==> config.mk <==
export PLATFORM = sky130hd
export DESIGN_NAME = uart_tx_arbiter
export DESIGN_NICKNAME = d
export VERILOG_FILES = /design/src/rtl/uart_tx_arbiter.sv
export SDC_FILE = /design/constraint.sdc
export NUM_CORES = 1
export LEC_CHECK = 0
export ABC_AREA = 0
export BUFFER_PORTS_ARGS = -buffer_cell sky130_fd_sc_hd__buf_2
export CORE_MARGIN = 4
export CORE_UTILIZATION = 43
export DETAILED_ROUTE_END_ITERATION = 7
export PLACE_DENSITY = 0.72
export SLEW_MARGIN = 20
export SYNTH_ARGS = -nofsm -noshare
export SYNTH_HDL_FRONTEND = slang
export SYNTH_SLANG_ARGS = --single-unit
==> constraint.sdc <==
create_clock -name clk -period 1.5 [get_ports clk]
set_input_delay 0.3 -clock clk [delete_from_list [all_inputs] [get_ports clk]]
set_output_delay 0.3 -clock clk [all_outputs]
set_load 0.02 [all_outputs]
==> src/rtl/uart_tx_arbiter.sv <==
// Two-requester round-robin arbiter feeding one UART byte transmitter.
// Define UART_ARB_LOCK_EN to enable multi-byte packet locking.
module uart_tx_arbiter #(
    parameter int MAX_LOCK    = 16,
    parameter int ACK_TIMEOUT = 8
) (
    input  logic       clk,
    input  logic       reset,
    input  logic       req0_valid,
    input  logic [7:0] req0_data,
    input  logic       req0_last,
    output logic       req0_ready,
    input  logic       req1_valid,
    input  logic [7:0] req1_data,
    input  logic       req1_last,
    output logic       req1_ready,
    output logic [7:0] TX_DATA,
    output logic       TX_EN,
    input  logic       TX_STATUS,
    output logic [1:0] grant,
    output logic       busy,
    output logic       lock,
    output logic       tx_err
);

    typedef enum logic [1:0] {
        IDLE      = 2'd0,
        ISSUE     = 2'd1,
        WAIT_DONE = 2'd2
    } state_t;

    localparam logic [7:0] TIMEOUT_LAST = 8'(ACK_TIMEOUT - 1);

    state_t     state_q, state_d;
    logic [7:0] tx_data_q, tx_data_d;
    logic       tx_en_q, tx_en_d;
    logic [1:0] grant_q, grant_d;
    logic       last_served_q, last_served_d;
    logic [7:0] timeout_cnt_q, timeout_cnt_d;
    logic       tx_err_q, tx_err_d;
    logic       lock_held;
    logic       win0, win1;
    logic       accept;

    // Winner selection; only evaluated while idle with the transmitter free.
    always_comb begin
        win0 = 1'b0;
        win1 = 1'b0;
        if (state_q == IDLE && TX_STATUS) begin
            if (lock_held) begin
                win0 = grant_q[0] & req0_valid;
                win1 = grant_q[1] & req1_valid;
            end else if (req0_valid && req1_valid) begin
                win0 = last_served_q;
                win1 = ~last_served_q;
            end else begin
                win0 = req0_valid;
                win1 = req1_valid;
            end
        end
    end

    assign req0_ready = win0;
    assign req1_ready = win1;
    assign accept     = win0 | win1;

    always_comb begin
        state_d       = state_q;
        tx_data_d     = tx_data_q;
        tx_en_d       = tx_en_q;
        grant_d       = grant_q;
        last_served_d = last_served_q;
        timeout_cnt_d = timeout_cnt_q;
        tx_err_d      = 1'b0;
        case (state_q)
            IDLE: begin
                if (accept) begin
                    tx_data_d     = win1 ? req1_data : req0_data;
                    grant_d       = {win1, win0};
                    last_served_d = win1;
                    tx_en_d       = 1'b1;
                    timeout_cnt_d = 8'd0;
                    state_d       = ISSUE;
                end
            end
            ISSUE: begin
                if (!TX_STATUS) begin
                    tx_en_d = 1'b0;
                    state_d = WAIT_DONE;
                end else if (timeout_cnt_q >= TIMEOUT_LAST) begin
                    // Transmitter never acknowledged: drop the byte.
                    tx_err_d = 1'b1;
                    tx_en_d  = 1'b0;
                    state_d  = IDLE;
                end else if (timeout_cnt_q != 8'hFF) begin
                    timeout_cnt_d = timeout_cnt_q + 8'd1;
                end
            end
            WAIT_DONE: begin
                if (TX_STATUS) begin
                    state_d = IDLE;
                end
            end
            default: begin
                state_d = IDLE;
            end
        endcase
    end

    always_ff @(posedge clk or negedge reset) begin
        if (!reset) begin
            state_q       <= IDLE;
            tx_data_q     <= 8'd0;
            tx_en_q       <= 1'b0;
            grant_q       <= 2'b00;
            last_served_q <= 1'b1;
            timeout_cnt_q <= 8'd0;
            tx_err_q      <= 1'b0;
        end else begin
            state_q       <= state_d;
            tx_data_q     <= tx_data_d;
            tx_en_q       <= tx_en_d;
            grant_q       <= grant_d;
            last_served_q <= last_served_d;
            timeout_cnt_q <= timeout_cnt_d;
            tx_err_q      <= tx_err_d;
        end
    end

`ifdef UART_ARB_LOCK_EN
    logic       lock_q, lock_d;
    logic [7:0] lock_cnt_q, lock_cnt_d;
    logic [7:0] lock_cnt_inc;
    logic       acc_last;

    // Last byte or reaching the packet limit releases the lock; the owner
    // is already recorded as last served, so the other side wins the tie.
    always_comb begin
        lock_d       = lock_q;
        lock_cnt_d   = lock_cnt_q;
        acc_last     = win1 ? req1_last : req0_last;
        lock_cnt_inc = lock_cnt_q + 8'd1;
        if (accept) begin
            if (acc_last || lock_cnt_inc >= 8'(MAX_LOCK)) begin
                lock_d     = 1'b0;
                lock_cnt_d = 8'd0;
            end else begin
                lock_d     = 1'b1;
                lock_cnt_d = lock_cnt_inc;
            end
        end
    end

    always_ff @(posedge clk or negedge reset) begin
        if (!reset) begin
            lock_q     <= 1'b0;
            lock_cnt_q <= 8'd0;
        end else begin
            lock_q     <= lock_d;
            lock_cnt_q <= lock_cnt_d;
        end
    end

    assign lock_held = lock_q;
`else
    logic unused_cfg;
    assign unused_cfg = ^{req0_last, req1_last, 8'(MAX_LOCK)};
    assign lock_held  = 1'b0;
`endif

    assign TX_DATA = tx_data_q;
    assign TX_EN   = tx_en_q;
    assign grant   = grant_q;
    assign busy    = (state_q != IDLE);
    assign lock    = lock_held;
    assign tx_err  = tx_err_q;

endmodule

==> impl_results.md, run 1 <==
- Fillcell total: 171
- Rows: 17
- Critical path capture point type: output port
- PortBufs: 35
- Clock Latency Late Sink: 0.32 ns
- Number of enable flip-flop cells after synthesis: 0
- Run status: finished, violations left
- Final-report hold violation count: 0
- Clock power share: 0.110
- Drt pass-1 iters: 3
- Synth top cells by count: dfrtp_1 (22), mux2_2 (16), a21oi_1 (5), and2_1 (5)
- Root Buffer: clkbuf_4
- Final GP Congestion: 0.785
- Leakage: 0.796 nW
- Mapped cell area: 1060 um^2
- Core area: 2280 um^2
- Int Pwr: 1.70 mW
- Vias per cell: 5.05
- H-Tree Depth: 1
- Synth area leader: dfrtp_1
- Net switching fraction of the power: 0.373
- Starting utilization of the core area: 0.468
- Tmin final: 1.72 ns
- Critical path arrival: 1.42 ns
- Pwr Density: 1770 nW/um^2
- Hold Crit Class: in2reg
- Tot GR Track Use: 0.168
- CP startpoint kind: flop
- Die X: 57.8 um
- FMAX: 580 MHz
- Crit share post-route: 1.15
- Violated checks: negative setup slack
- HPWL after DPL: 1700 um
- Fraction of registers with async set/reset: 1.00
- RSZ-0062 raised after global routing: true
- Final Setup Violations: 20
- Routed Antenna Nets: 0
- Via count: 868
- Final net count: 169
- Die Ht: 57.8 um
- ANT cells: 0
- Area delta synth->final: 43.5%
- Clock transition at path regs: 0.14 ns
- Number of global-route vias before repair: 992
- Die area: 3340 um^2
- Ranking of synthesized cells by area: dfrtp_1 (52%), mux2_2 (17%), and2_1 (2.9%), dfstp_2 (2.5%), a21oi_1 (2.4%)
- Worst Tran Pin Value: 0.513 ns
- Max-Cap Viols: 0
- Largest net degree at the start of global routing: 24
- Crit Path Max Fanout: 4
- Final Max Slew Viols: 0
- Final Worst Setup Slack: -0.223 ns
- Synth Instances: 85
- Worst path required time: 1.20 ns
- DRC viols: 0
- Slew HR: 0.655
- Most common flop cell mapped by yosys: dfrtp_1
- Post-synth cell types: 28
- Pre-CTS WS: -0.0275 ns
- Max Root-Sink Buffers: 2
- R2r worst-path depth: 4
- Share of cells above drive strength 1: 0.590
- VDD IR max: 1160 uV
- Initial antenna violation count: 0
- Combinational Power Share: 0.528
- Top-count cell post-synth: dfrtp_1
- Final WL: 2420 um
- Global route total overflow: 0
- Clock skew: 0.0126 ns
- Num CTS Buffers: 3
- Share of power burned in registers: 0.362
- First-pass GRT wire length: 4420 um
- CTS tree: built
- WL/cell: 14.1 um
- Synth Net Count: 109
- Sw Pwr: 1.01 mW
- Yosys Warn Count: 0
- IO Pins: 39
- DRT iter0 DRCs: 3
- Yosys reg bits: 23
- Sequential area share after synthesis: 0.542
- Synth top area share: 0.517
- Worst hold path cell count: 3
- Syn avg cell area: 12.5 um^2
- CTS sink count: 23
- Final Core Density: 0.671
- CP Class: reg2out
worst paths after layout:
kind / end / slack [ns] / start
worst max register to register: TX_DATA[1]$_DFFE_PN0P_ / -0.13 / state_q[1]$_DFFE_PN0P_
min in group asynchronous: timeout_cnt_q[4]$_DFFE_PN0P_ / 0.47 / reset
worst max-delay path: req0_ready / -0.22 / state_q[0]$_DFFE_PN0P_
worst min-delay path: state_q[1]$_DFFE_PN0P_ / 0.23 / TX_STATUS
max in group asynchronous: last_served_q$_DFFE_PN1P_ / 0.65 / reset
worst min register to register: grant[1]$_DFFE_PN0P_ / 0.49 / grant[1]$_DFFE_PN0P_
power groups by stage:
stage	clock [mW]	combinational, mW	sequential, mW
after CTS	0.299	1.41	0.979
after floorplan	0	0.520	1.17
after global routing	0.339	1.55	1.01
final	0.297	1.43	0.982
after detailed placement	0	1.13	0.983
after global placement	0	1.10	0.971
cells in the final DEF (no fill, tap or decap), types with 4 or more instances in the layout:
cell,instances
inv_1,4
and2_1,4
nor2_1,4
a21oi_1,4
buf_4,16
dfrtp_1,22
mux2_4,8
buf_6,6
buf_2,32
mux2_2,8
o21ai_0,4
sequential cells by signal, summed over array words and instances (netlist names):
register / count
grant: 2
timeout_cnt_q: 8
tx_err: 1
last_served_q: 1
state_q: 2
TX_EN: 1
TX_DATA: 8
final cells by class:
class,count,area [um^2],share of cell area
inverters,4,15.0,0.00983
flip-flops and latches,23,577,0.378
well taps,28,35.0,0.0229
multi-input cells,58,515,0.337
clock inverters,1,5.00,0.00328
clock buffers,3,22.5,0.0147
repair buffers,55,358,0.234
per-stage QoR:
| stage | total power [mW] | setup TNS, ns | cells | hold slack [ns] | instance area [um^2] |
|---|---|---|---|---|---|
| after global routing | 2.90 | -4.24 | 172 | 0.205 | 1530 |
| final | 2.71 | -2.50 | 172 | 0.233 | 1530 |
| after CTS | 2.68 | -2.18 | 170 | 0.227 | 1510 |
| after global placement | 2.07 | -0.00927 | 159 | 0.297 | 1360 |
| after floorplan | 1.69 | 0 | 85 | 0.00441 | 1060 |
| after detailed placement | 2.11 | -0.170 | 159 | 0.305 | 1360 |
cell families (layout without fill, tap and decap cells):
family	after synthesis	in the layout	synth area share
simple gates	22	23	0.145
buf+inv	5	63	0.0212
fa+ha+maj	1	1	0.0117
compound gates	14	14	0.0811
other cells	1	1	0.00352
mux	18	18	0.188
xor+xnor	1	1	0.00823
flops	23	23	0.542
timing repair:
action,4_1_cts,5_1_grt
hold buffers,1,0
resized for setup,20,0
setup endpoints to repair,11,21
pin swaps,5,2
hold endpoints to repair,22,0
buffers inserted,5,2
gates cloned,1,0
critical path, cell delays in order, from the launching register on:
cell and delay [ns]:
dfrtp_1 0.44, nor3b_2 0.20, buf_4 0.16, nand2_2 0.05, a21oi_2 0.12, buf_6 0.13
per-layer routing:
layer / share of wire / global-route usage
met2: 0.51 / 0.302
met4: 0.0066 / 0.0596
met3: 0.052 / 0.0245
met5: 0 / 0
met1: 0.43 / 0.204
Note: power is estimated with default switching activity, not from simulation.
==> run 2, diff against run 1 <==
Settings changed: CORE_UTILIZATION 43 to 47, PLACE_DENSITY 0.72 to 0.75.
Clock period 1.5 ns to 1.65 ns, I/O delays scaled along.
==> impl_results.md, run 2 (synthesis gave the netlist of run 1 again) <==
- Die area: 3090 um^2
- Clock transition at path regs: 0.12 ns
- Routed Antenna Nets: 0
- Inst Count DP: 153
- Core area: 2060 um^2
- Critical path capture point type: output port
- Vias per cell: 5.26
- Largest net degree at the start of global routing: 24
- Final Core Density: 0.725
- Multi-input gate area: 497 um^2
- Critical path's slowest cell: dfrtp_1
- Number of global-route vias before repair: 886
- Crit Path Max Fanout: 4
- Drt pass-1 iters: 4
- Max Root-Sink Buffers: 2
- FMAX: 578 MHz
- Final Worst Setup Slack: -0.0815 ns
- DRC viols: 0
- VDD IR max: 985 uV
- Fin area: 1500 um^2
- Worst-path cell chain: nor3b_2, buf_4, nand2_2, a21oi_2, buf_6
- Worst Tran Pin Value: 0.661 ns
- Final-report hold violation count: 0
- Critical path arrival: 1.40 ns
- Clock power share: 0.108
- Tmin final: 1.73 ns
- Share of cells above drive strength 1: 0.574
- Clock skew: 0.00288 ns
- Non-filler cells, final: 168
- Global route total overflow: 0
- First-pass GRT wire length: 4080 um
- Combinational Power Share: 0.526
- Pwr Density: 1620 nW/um^2
- Net switching fraction of the power: 0.371
- Final GP Congestion: 0.803
- Fillcell total: 155
- Worst path required time: 1.32 ns
- HPWL after DPL: 1670 um
- Most common cell after layout, fill and taps aside: buf_2
- Area delta synth->final: 40.4%
- Root Buffer: clkbuf_4
- CTS tree: built
- Initial antenna violation count: 0
- Starting utilization of the core area: 0.516
- Run status: finished, violations left
- Share of power burned in registers: 0.366
- Final WL: 2500 um
- WP buf/inv: 2
- WL/cell: 14.9 um
- Final Setup Violations: 10
- Final net count: 166
- Clock Latency Late Sink: 0.31 ns
- Slew HR: 0.555
- ANT cells: 0
- PortBufs: 35
- Reg area: 577 um^2
- Delay-heaviest family, CP: flip-flops
- CTS sink count: 23
- Via count: 884
- Int Pwr: 1.53 mW
- Crit share post-route: 1.05
- Hold Crit Class: in2reg
- DRT iter0 DRCs: 16
- Num CTS Buffers: 3
- Final Max Slew Viols: 0
- Tot GR Track Use: 0.165
- IO Pins: 39
- H-Tree Depth: 1
- CP Class: reg2out
- Violated checks: negative setup slack
- Sw Pwr: 0.901 mW
- Leakage: 0.773 nW
- Max-Cap Viols: 0
- Rows: 16
- Most frequent cells in the layout: buf_2 (32), dfrtp_1 (22), buf_4 (13)
- CP startpoint kind: flop
- Die Ht: 55.6 um
- RSZ-0062 raised after global routing: true
- Max stage delay on crit path: 0.43 ns
- Die X: 55.6 um
- Dpl cell area: 1320 um^2
-- run 2: cell types whose count changed in the layout (fill, tap and decap cells not counted), sizes merged --
cell	previous run	this run
nor2	6	5
clkbuf	3	4
buf	54	52
clkinv	1	0
-- run 2: timing repair --
action                     4_1_cts  5_1_grt
resized for setup               10       11
hold endpoints to repair        22        0
hold buffers                     1        0
pin swaps                        4        2
buffers inserted                 3        7
setup endpoints to repair        3       11
cloned                           0        0
-- run 2: area by class of cell --
cell class | instances | share of cell area
Timing Repair Buffer | 53 | 0.232
Sequential cell | 23 | 0.386
Inverter | 4 | 0.0100
Multi-Input combinational cell | 57 | 0.332
Clock buffer | 4 | 0.0176
Tap cell | 27 | 0.0226
-- run 2: stage by stage --
stage               hold slack, ns  setup WS, ns  TNS (ns)  total power, mW
global route                 0.185        -0.178    -0.896             2.60
floorplan                   0.0344         0.154         0             1.53
global placement             0.324        0.0875         0             1.85
detailed placement           0.330        0.0575         0             1.89
finish                       0.212       -0.0815    -0.304             2.43
CTS                          0.203       -0.0981    -0.160             2.25
-- run 2: final timing paths --
path	from	cells past startpoint	endpoint	slack, ns
worst max-delay path	state_q[1]$_DFFE_PN0P_	5	req0_ready	-0.08
worst min-delay path	TX_STATUS	2	state_q[1]$_DFFE_PN0P_	0.21
worst max register to register	state_q[1]$_DFFE_PN0P_	5	TX_DATA[0]$_DFFE_PN0P_	-0.03
worst min register to register	grant[1]$_DFFE_PN0P_	1	grant[1]$_DFFE_PN0P_	0.49
max in group asynchronous	reset	2	last_served_q$_DFFE_PN1P_	0.78
min in group asynchronous	reset	2	grant[0]$_DFFE_PN0P_	0.51
-- run 2: power by group through the flow --
stage / sequential (mW) / combinational, mW / clock, mW
after floorplan: 1.06 / 0.473 / 0
after global routing: 0.911 / 1.38 / 0.308
after global placement: 0.884 / 0.967 / 0
final: 0.889 / 1.28 / 0.261
after detailed placement: 0.900 / 0.988 / 0
after CTS: 0.877 / 1.11 / 0.271
-- run 2: worst register-to-register path: cells and delay by family (launching register included) --
kind | cells | cell delay [ns]
muxes | 1 | 0.30
buffers and inverters | 2 | 0.27
and+or+nand+nor | 2 | 0.58
DFF | 1 | 0.43
-- run 2: layer usage --
layer | wire [um] | GRT usage | up-vias
li1 | - | - | 411
met1 | 1090 | 0.206 | 436
met2 | 1220 | 0.269 | 33
met3 | 152 | 0.0557 | 4
met4 | 34 | 0.0521 | 0
met5 | 0 | 0 | -
